## src/rtl/timer_ctrl.sv

```systemverilog
// Run-control FSM for an external 4-bit synchronous counter.
// Handles one-shot and auto-reload timing, stop, irq/overrun/error flags.
module timer_ctrl (
  input  logic       clk,
  input  logic       clr,
  input  logic       start,
  input  logic       stop,
  input  logic       load,
  input  logic [3:0] load_val,
  input  logic       mode,
  input  logic       ack,
  input  logic [3:0] cnt_in,
  input  logic       tc_in,
  output logic       cten,
  output logic       cnt_clr,
  output logic       busy,
  output logic       done,
  output logic       irq,
  output logic       ovr,
  output logic       err,
  output logic [3:0] target
);

  typedef enum logic [1:0] {IDLE, CLEAR, RUN, EXPIRE} state_t;

  state_t state;
  logic   match;

  assign match = (cnt_in == target);

  always_ff @(posedge clk) begin
    if (clr) begin
      state  <= IDLE;
      target <= 4'hF;
      irq    <= 1'b0;
      ovr    <= 1'b0;
      err    <= 1'b0;
    end else begin
      case (state)
        IDLE: begin
          // load and start in the same cycle: the new value governs this run
          if (load) target <= load_val;
          if (start && !stop) state <= CLEAR;
        end
        CLEAR:   state <= stop ? IDLE : RUN;
        RUN: begin
          if (stop)       state <= IDLE;
          else if (match) state <= EXPIRE;
        end
        EXPIRE:  state <= (stop || !mode) ? IDLE : CLEAR;
        default: state <= IDLE;
      endcase

      if (state == RUN && tc_in) err <= 1'b1;

      // Expiry wins over ack; a repeat expiry without ack is an overrun
      if (state == EXPIRE) begin
        irq <= 1'b1;
        if (irq && !ack) ovr <= 1'b1;
      end else if (ack) begin
        irq <= 1'b0;
      end
    end
  end

  assign cten    = (state == RUN) && !match;
  assign cnt_clr = (state == CLEAR);
  assign busy    = (state != IDLE);
  assign done    = (state == EXPIRE);

endmodule

```

## config.mk

```make
export PLATFORM = sky130hd
export DESIGN_NAME = timer_ctrl
export DESIGN_NICKNAME = d
export VERILOG_FILES = /design/src/rtl/timer_ctrl.sv
export SDC_FILE = /design/constraint.sdc
export NUM_CORES = 1
export LEC_CHECK = 0
export BUFFER_PORTS_ARGS = -buffer_cell sky130_fd_sc_hd__buf_4
export CAP_MARGIN = 30
export CELL_PAD_IN_SITES_DETAIL_PLACEMENT = 1
export CELL_PAD_IN_SITES_GLOBAL_PLACEMENT = 2
export CORE_MARGIN = 10
export CORE_UTILIZATION = 22
export CTS_BUF_LIST = sky130_fd_sc_hd__clkbuf_4 sky130_fd_sc_hd__clkbuf_8 sky130_fd_sc_hd__clkbuf_16
export CTS_CLUSTER_SIZE = 40
export DETAILED_ROUTE_END_ITERATION = 6
export PLACE_DENSITY = 0.86
export SYNTH_ARGS = -nofsm -noshare
export SYNTH_HDL_FRONTEND = slang
export SYNTH_SLANG_ARGS = --single-unit
```

## constraint.sdc

```tcl
create_clock -name clk -period 2.5 [get_ports clk]
set_input_delay 0.25 -clock clk [delete_from_list [all_inputs] [get_ports clk]]
set_output_delay 0.25 -clock clk [all_outputs]
set_load 0.03 [all_outputs]
```

==> reports/results.txt, run 1 <==
Of the available clock period, the critical path in the final layout requires 63.2%. The core region area came out at 1750 sq um. The growth of design area from synthesis to finish was 61.8%.

For this run, the register share of the synthesized area comes to 44.0%. The initialized floorplan defines 15 standard-cell rows. The via count normalized by instance count was 4.14; the setup TNS was 0 ns.

Once the clock tree was built, the resizer swapped 0 gates to a different size. 0 antenna diodes ended up in the layout. The slowest stage of the critical path belongs to the cell sky130_fd_sc_hd__dfxtp_1. After synthesis, the most frequently instantiated cells are sky130_fd_sc_hd__dfxtp_1 (9), sky130_fd_sc_hd__nor2b_1 (5), sky130_fd_sc_hd__a211o_1 (4), sky130_fd_sc_hd__xnor2_1 (4). The count of vias placed by the detailed router was 393; the clock group share of total power was 33.6%. For this run, the top clock speed supported by timing is 0.633 GHz. Cells with a size suffix above 1 make up 50.0% of the layout.

The routed wire length per instance was 13.1 microns; the number of synthesized register bits was 9. The signal on the critical path passes through nand2b_1, a41oi_1, buf_4. The tools report the sort of element at the start of the critical path as a flop. The length in cells of the worst reg-to-reg path came out at 3. In the post-synthesis netlist, the biggest area contributors are sky130_fd_sc_hd__dfxtp_1 (44%), sky130_fd_sc_hd__a211o_1 (8.6%), sky130_fd_sc_hd__xnor2_1 (8.6%), sky130_fd_sc_hd__nor2b_1 (7.6%), sky130_fd_sc_hd__nor3b_4 (4.6%). The synthesized netlist occupies a cell area of 409 sq um. In the synthesized netlist the async set-or-reset flop fraction comes to 0%.

The share of total power dissipated in sequential elements is 44.1%. For the count of fill cells added during filler insertion, the log shows 218. The clock insertion delay at the later pin of the skew report is 0.25 ns, and the total power is 0.357 mW. Entering global routing, the biggest net connects 10 pins. In this run the biggest area consumer among cell types represents 44.0% of the synthesized area. Once detail routing completed, the nets flagged for antenna violations numbered 0. At the worst endpoint, the arrival time is 1.33 ns. Of all nets on the critical path, the largest fanout is 8. The cell with the most instances after synthesis is sky130_fd_sc_hd__dfxtp_1. The flow ran to the end, and the final reports show no timing, DRC or antenna violations.

Via count of the first global-routing pass: 430. In the synthesized netlist the dominant register cell turns out to be sky130_fd_sc_hd__dfxtp_1. By startpoint and endpoint, the worst setup path is classified as reg -> out.

TritonCTS built the clock tree. The buffer and inverter count on the worst path came out at 1. The tools report the setup slack of the most critical reg-to-reg path as 1.28 ns.

The average footprint of a synthesized cell works out to 9.98 sq um. The number of violations of the max-capacitance limit came out at 0. For the final database, setup skew stands at 0.00324 ns. Global routing used 6.67% of the available tracks. The Yosys step of the flow raised 0 warnings.

On the final layout, the worst hold slack is 0.178 ns. 27 I/O pins were placed. The tools report the net switching power as 0.0924 mW.

The congestion estimate from routability-driven global placement came to 0.735. The clock period could shrink to 1.58 ns. The internal portion of total power is 0.265 mW, and the critical path required time is 2.25 ns.

At the placement stage, the worst setup path has a slack of 1.19 ns. Setup violations remaining at the end of the flow were counted as 0. For this design, the CTS-stage hold fixing added 0 buffers.

Setup repair after global routing left no endpoint under its margin. The final number of hold-violating endpoints was 0. Library cell occupying the most area in the post-synthesis netlist: sky130_fd_sc_hd__dfxtp_1. The final number of max-transition violations is 0.

For this design the ratio of total power to cell area is 540 nW/um^2. In this design, the largest share of critical-path delay is due to flip-flops. For the H-tree depth, the log shows 1. The count of buffers inserted at the top-level ports came out at 26. When the netlist entered floorplanning its net count stood at 57. In this run, the combinational gates consume 22.3% of the power. The wire length after detailed routing is 1.24 mm. After layout, the worst setup slack is 0.920 ns. On the worst path, the slowest cell contributes a delay of 0.48 ns. IR analysis of the VDD net gives a maximum drop of 0.209 mV.

The floorplan step set the die width to 63.1 microns. The worst setup path is captured at an output port. After the last flow step, the layout net total stands at 87. Clock tree root buffer cell: sky130_fd_sc_hd__clkbuf_4. The transition time of the tightest slew-check pin came out at 0.355 ns. The min-delay analysis places its worst path in the category in -> reg. Along the worst hold path, the cell count comes to 2. The run gives 0 as the number of antenna violations at the first check in global routing. No sink is reached through more buffers than the 2 on the longest clock path. For this block, the initial DRC count from the detailed router was 11. Summed over all cells, the static leakage comes to 0.299 nW. Net switching is 25.9% of the power. The post-detailed-route DRC marker count was 0; the die area was 3980 sq um.

The clock-pin slew on the worst setup and hold paths came out at 0.06 ns. For the first-pass GRT wire length, the log shows 2.09 mm. Headroom to the max-slew limit came out at 76.3%.

The critical path runs through a total of 3 cells. The tools report the number of buffers inserted by post-CTS setup repair as 0. In the synthesized netlist, the number of instances is 41.

Before antenna repair, the detailed router went through 4 iterations. The TritonCTS buffer count came out at 3. Half-perimeter wire length after placement: 1.04 mm. The total overflow left after global routing is 0.

The number of synthesized flops with an enable pin is 0. The netlist uses 19 different library cells. Cells fill 37.9% of the core in the end. The starting density of the core is 23.4%, and the die extent in y is 63.1 microns. Counting every sink on the clock net gives 9.
-- cell type report --
type                            count  area, sq um  share of cell area, %
Tap cell                           25         31.3                   4.73
Clock buffer                        4         30.0                   4.54
Timing Repair Buffer               26          195                   29.5
Multi-Input combinational cell     29          218                   32.9
Sequential cell                     9          180                   27.2
Inverter                            2         7.51                   1.13
-- cells in the final DEF, fill, tap and decap left out --
cell,instances
sky130_fd_sc_hd__a41oi_1,1
sky130_fd_sc_hd__xnor2_1,4
sky130_fd_sc_hd__a211o_1,4
sky130_fd_sc_hd__and2b_2,1
sky130_fd_sc_hd__nor3b_4,1
sky130_fd_sc_hd__o21ba_2,1
sky130_fd_sc_hd__nor2_1,2
sky130_fd_sc_hd__nor2b_1,5
sky130_fd_sc_hd__o21ai_0,1
sky130_fd_sc_hd__clkbuf_4,4
sky130_fd_sc_hd__inv_1,2
sky130_fd_sc_hd__or2_2,1
sky130_fd_sc_hd__buf_4,26
sky130_fd_sc_hd__nor3_1,1
sky130_fd_sc_hd__a21oi_1,1
sky130_fd_sc_hd__nand2_1,2
sky130_fd_sc_hd__dfxtp_1,9
sky130_fd_sc_hd__nand2b_1,2
sky130_fd_sc_hd__a2111oi_2,1
sky130_fd_sc_hd__a31oi_1,1
-- worst register-to-register path: stages (launching register included) --
cell and delay [ns]:
sky130_fd_sc_hd__dfxtp_1 0.38, sky130_fd_sc_hd__nor3b_4 0.37, sky130_fd_sc_hd__nor2b_1 0.09, sky130_fd_sc_hd__a211o_1 0.27
-- logic make-up (layout without fill, tap and decap cells) --
logic type	after synthesis	after routing	share of synthesized area (%)
buffers and inverters	3	32	2.75
AOI/OAI and AO/OA	10	10	20.8
DFF	9	9	44.0
and+or+nand+nor	15	15	23.9
xor gates and xnor gates	4	4	8.56
-- sequential cells by signal (all words and copies together), names as in the netlist --
register / cells
target: 4
state: 2
err: 1
irq: 1
ovr: 1
-- power groups by stage --
stage	Sequential (mW)	Combinational, mW	Clock [mW]
after floorplan	0.171	0.0327	0
after global placement	0.161	0.0801	0
after detailed placement	0.161	0.0811	0
after CTS	0.158	0.0814	0.126
after global routing	0.159	0.0867	0.136
final	0.158	0.0797	0.120
-- stage by stage --
step / instance area, sq um / instances
global route: 662 / 95
global placement: 632 / 91
floorplan: 409 / 41
detailed placement: 632 / 91
finish: 662 / 95
CTS: 662 / 95
-- routing by layer --
| layer | vias to the layer above | share of wire, % | global-route usage [%] | wire length (microns) |
|---|---|---|---|---|
| met5 | - | 0 | 0 | 0 |
| met4 | 0 | 0.81 | 3.35 | 10 |
| met3 | 2 | 7.7 | 4.06 | 96 |
| met2 | 17 | 44 | 9.14 | 542 |
| met1 | 176 | 48 | 7.85 | 591 |
| li1 | 198 | - | - | - |
-- path summary, 6_finish.rpt --
kind              startpoint         to
hold / removal          stop   state[1]
setup reg to reg    state[1]  target[1]
hold reg to reg          err        err
setup / recovery    state[1]       cten
(Power assumes the default switching activity.)
==> inputs of run 2 (changes only) <==
--- a/config.mk
+++ b/config.mk
@@ -10,11 +10,11 @@
 export CELL_PAD_IN_SITES_DETAIL_PLACEMENT = 1
 export CELL_PAD_IN_SITES_GLOBAL_PLACEMENT = 2
 export CORE_MARGIN = 10
-export CORE_UTILIZATION = 22
+export CORE_UTILIZATION = 18
 export CTS_BUF_LIST = sky130_fd_sc_hd__clkbuf_4 sky130_fd_sc_hd__clkbuf_8 sky130_fd_sc_hd__clkbuf_16
 export CTS_CLUSTER_SIZE = 40
 export DETAILED_ROUTE_END_ITERATION = 6
-export PLACE_DENSITY = 0.86
+export PLACE_DENSITY = 0.77
 export SYNTH_ARGS = -nofsm -noshare
 export SYNTH_HDL_FRONTEND = slang
 export SYNTH_SLANG_ARGS = --single-unit
==> constraint.sdc (replaced) <==
create_clock -name clk -period 1.41 [get_ports clk]
set_input_delay 0.141 -clock clk [delete_from_list [all_inputs] [get_ports clk]]
set_output_delay 0.141 -clock clk [all_outputs]
set_load 0.03 [all_outputs]
==> run 2 against run 1 <==
  * Power rose by 78%
  * Global-route usage fell by 0.76 points
  * Clock-buffer cell count did not move
  * Critical path depth did not move
  * First-iteration DRC count fell by 91%
  * Clock power rose by 77%
  * Largest cell class unchanged
  * Largest power group unchanged
==> reports/results.txt, run 2 (synthesis gave the netlist of run 1 again) <==
The run finished with clean final reports. The number of hold-repair buffers added at the cts stage is 0 (unchanged). Subtracting the final worst setup slack from the clock period gives 1.29 ns. The die extent in y was 67.7 microns (+7.2%); the final number of hold-violating endpoints was 0 (unchanged). Transition time of the tightest slew-check pin: 0.351 ns (-0.00320 ns). The power per unit of standard cell area was 928 nW/um^2 (+72%).

The tools report the static leakage as 0.306 nW (+2.5%). The achievable clock frequency is 0.774 GHz, and the clock insertion delay at the later pin of the skew report is 0.25 ns (about the same). The highest fanout seen on the critical path came out at 6 (-2). TritonCTS built the clock tree.

The run gives 0.448 mV (+110%) as the worst-case vdd ir drop. The tools report the largest buffer count on any clock path as 2 (unchanged). The setup violation total in the final timing report came out at 0 (unchanged). For the violation count after the first detailed-routing iteration, the log shows 1 (-10). Leaving out fill and tap cells, the most frequent cells in the layout are sky130_fd_sc_hd__buf_4 (26), sky130_fd_sc_hd__dfxtp_1 (7), sky130_fd_sc_hd__nor2b_1 (5).

For the relative max-transition margin, the log shows 76.5% (+0.21 points). In the final layout, the registers with the most flip-flops are target: 4 flops, state: 2 flops. The routed wire length per instance works out to 13.0 microns (-0.49%). The area growth from synthesis to layout is 67.9%. The worst setup path is captured at an output port. The worst setup path is launched from a flop. The starting density of the core came out at 18.7% (-4.8 points). Of the available clock period, the critical path in the final layout requires 91.7%. The critical path required time came out at 1.27 ns (-0.98 ns). The first-pass iteration count of the detailed router came out at 2 (-2). The cell row count is 17 (+2), and the antenna cell count is 0 (unchanged). The number of nets in the final layout is 88 (+1.1%). For the H-tree depth, the log shows 1 (unchanged). Counting flops per register, the top entry is target. The clock-pin slew on the worst setup and hold paths was 0.06 ns (about the same); the die area was 4580 sq um (+15%).

The fraction of layout instances using a drive strength above 1 came out at 54.9% (+4.9 points). The data arrival time of the worst path was 1.15 ns (-0.18 ns); the total power was 0.637 mW (+78%). The first-pass GRT wire length is 2.03 mm (-3.0%).

The run gives 5.91% (-0.76 points) as the overall track demand over capacity in global routing. The count of buffers inserted at the top-level ports came out at 26 (unchanged). The library cell used most frequently in the layout, excluding fill and tap cells, is sky130_fd_sc_hd__buf_4.

TritonCTS buffer count: 3 (unchanged). For the maximum number of pins on one net before global-route repair, the log shows 10 (unchanged). The run gives 0 (unchanged) as the post-detailed-route DRC marker count. The run gives 0.00298 ns (-0.000260 ns) as the worst clock skew. Setup repair after global routing left no endpoint under its margin. The run gives 9 (unchanged) as the number of sinks on the clock net.

The logs give 448 (+4.2%) for the via count of the first global-routing pass and 0 ns (unchanged) for the setup TNS. The run gives 0 (unchanged) as the final number of max-transition violations. The highest metal layer carrying signal wires in the routed design is met3.

The clock tree root buffer cell is sky130_fd_sc_hd__clkbuf_4. The logs give 130 microns (+35%) for the detailed route wirelength on metal3 and 533 microns (-9.8%) for the wire length on met1. For the number of antenna violations at the first check in global routing, the log shows 0 (unchanged). The count of vias placed by the detailed router is 401 (+2.0%).

The worst setup path is of the reg -> out kind. The tools report the minimum hold slack as 0.0568 ns (-0.122 ns). Residual overflow from global routing: 0 (unchanged). Count of nets left with antenna violations after detail routing: 0 (unchanged). The x dimension of the die works out to 67.7 microns (+7.2%). Number of primary I/O pins: 27 (unchanged). The run gives 624 microns (+15%) as the sum of met2 wire segment lengths after detailed routing.

The via count normalized by instance count works out to 4.05 (-2.1%). The number of flip-flops under the largest register name works out to 4 (unchanged). Weighted congestion reported at the end of routability-driven placement: 0.697 (-5.1%). The tightest min-delay check is of the in -> reg type. Half-perimeter wire length after placement: 1.09 mm (+4.7%). Wire length after detailed routing: 1.29 mm (+3.7%). The core region area is 2190 sq um (+26%), and the number of violations of the max-capacitance limit is 0 (unchanged).
run 2: changes by cell type in the layout (fill, tap and decap cells not counted), sizes merged:
cell  delta
buf      +1
run 2: worst max-delay path, cell delays in order, from the launching register on:
cell	delay (ns)
sky130_fd_sc_hd__dfxtp_2	0.35
sky130_fd_sc_hd__nand2b_1	0.18
sky130_fd_sc_hd__a41oi_2	0.21
sky130_fd_sc_hd__buf_6	0.16
run 2: timing repair:
item                                    in CTS  in global routing
setup buffers                                0                  1
pin swaps                                    0                  0
endpoints found under the setup margin       1                  1
gates resized for setup                      1                  2
cloned                                       0                  0
run 2: path summary, 6_finish.rpt:
path	cells past startpoint	slack (ns)	start	to
setup / recovery	3	0.12	state[0]	cten
hold / removal	2	0.06	stop	state[0]
setup reg to reg	3	0.23	state[0]	target[1]
hold reg to reg	2	0.47	err	err
run 2: through the flow:
stage / instances / util (%) / area (sq um) / setup WS, ns
CTS: 98 / 30.8 / 674 / 0.0249
global placement: 94 / 29.4 / 643 / 0.207
global route: 99 / 31.4 / 687 / 0.0113
floorplan: 41 / - / 417 / 0.0603
finish: 99 / 31.4 / 687 / 0.118
detailed placement: 94 / 29.4 / 643 / 0.187
run 2: where the power goes:
| part | internal (mW) | total [mW] | switching, mW |
|---|---|---|---|
| Sequential | 0.267 | 0.280 | 0.0125 |
| Combinational | 0.0764 | 0.146 | 0.0691 |
| Clock | 0.128 | 0.212 | 0.0841 |
| Total | 0.472 | 0.637 | 0.166 |
run 2: area by class of cell:
type	instances	area, sq um
fill	259	1500
inverter	2	7.51
sequential	9	183
multi-input combinational	29	225
timing repair buffer	27	206
tap	28	35.0
clock buffer	4	30.0
run 2: metal layers:
metal,up-vias,global-route usage [%]
met5,-,0
met1,184,6.22
met3,0,3.47
met4,0,3.08
met2,13,9.15
li1,204,-
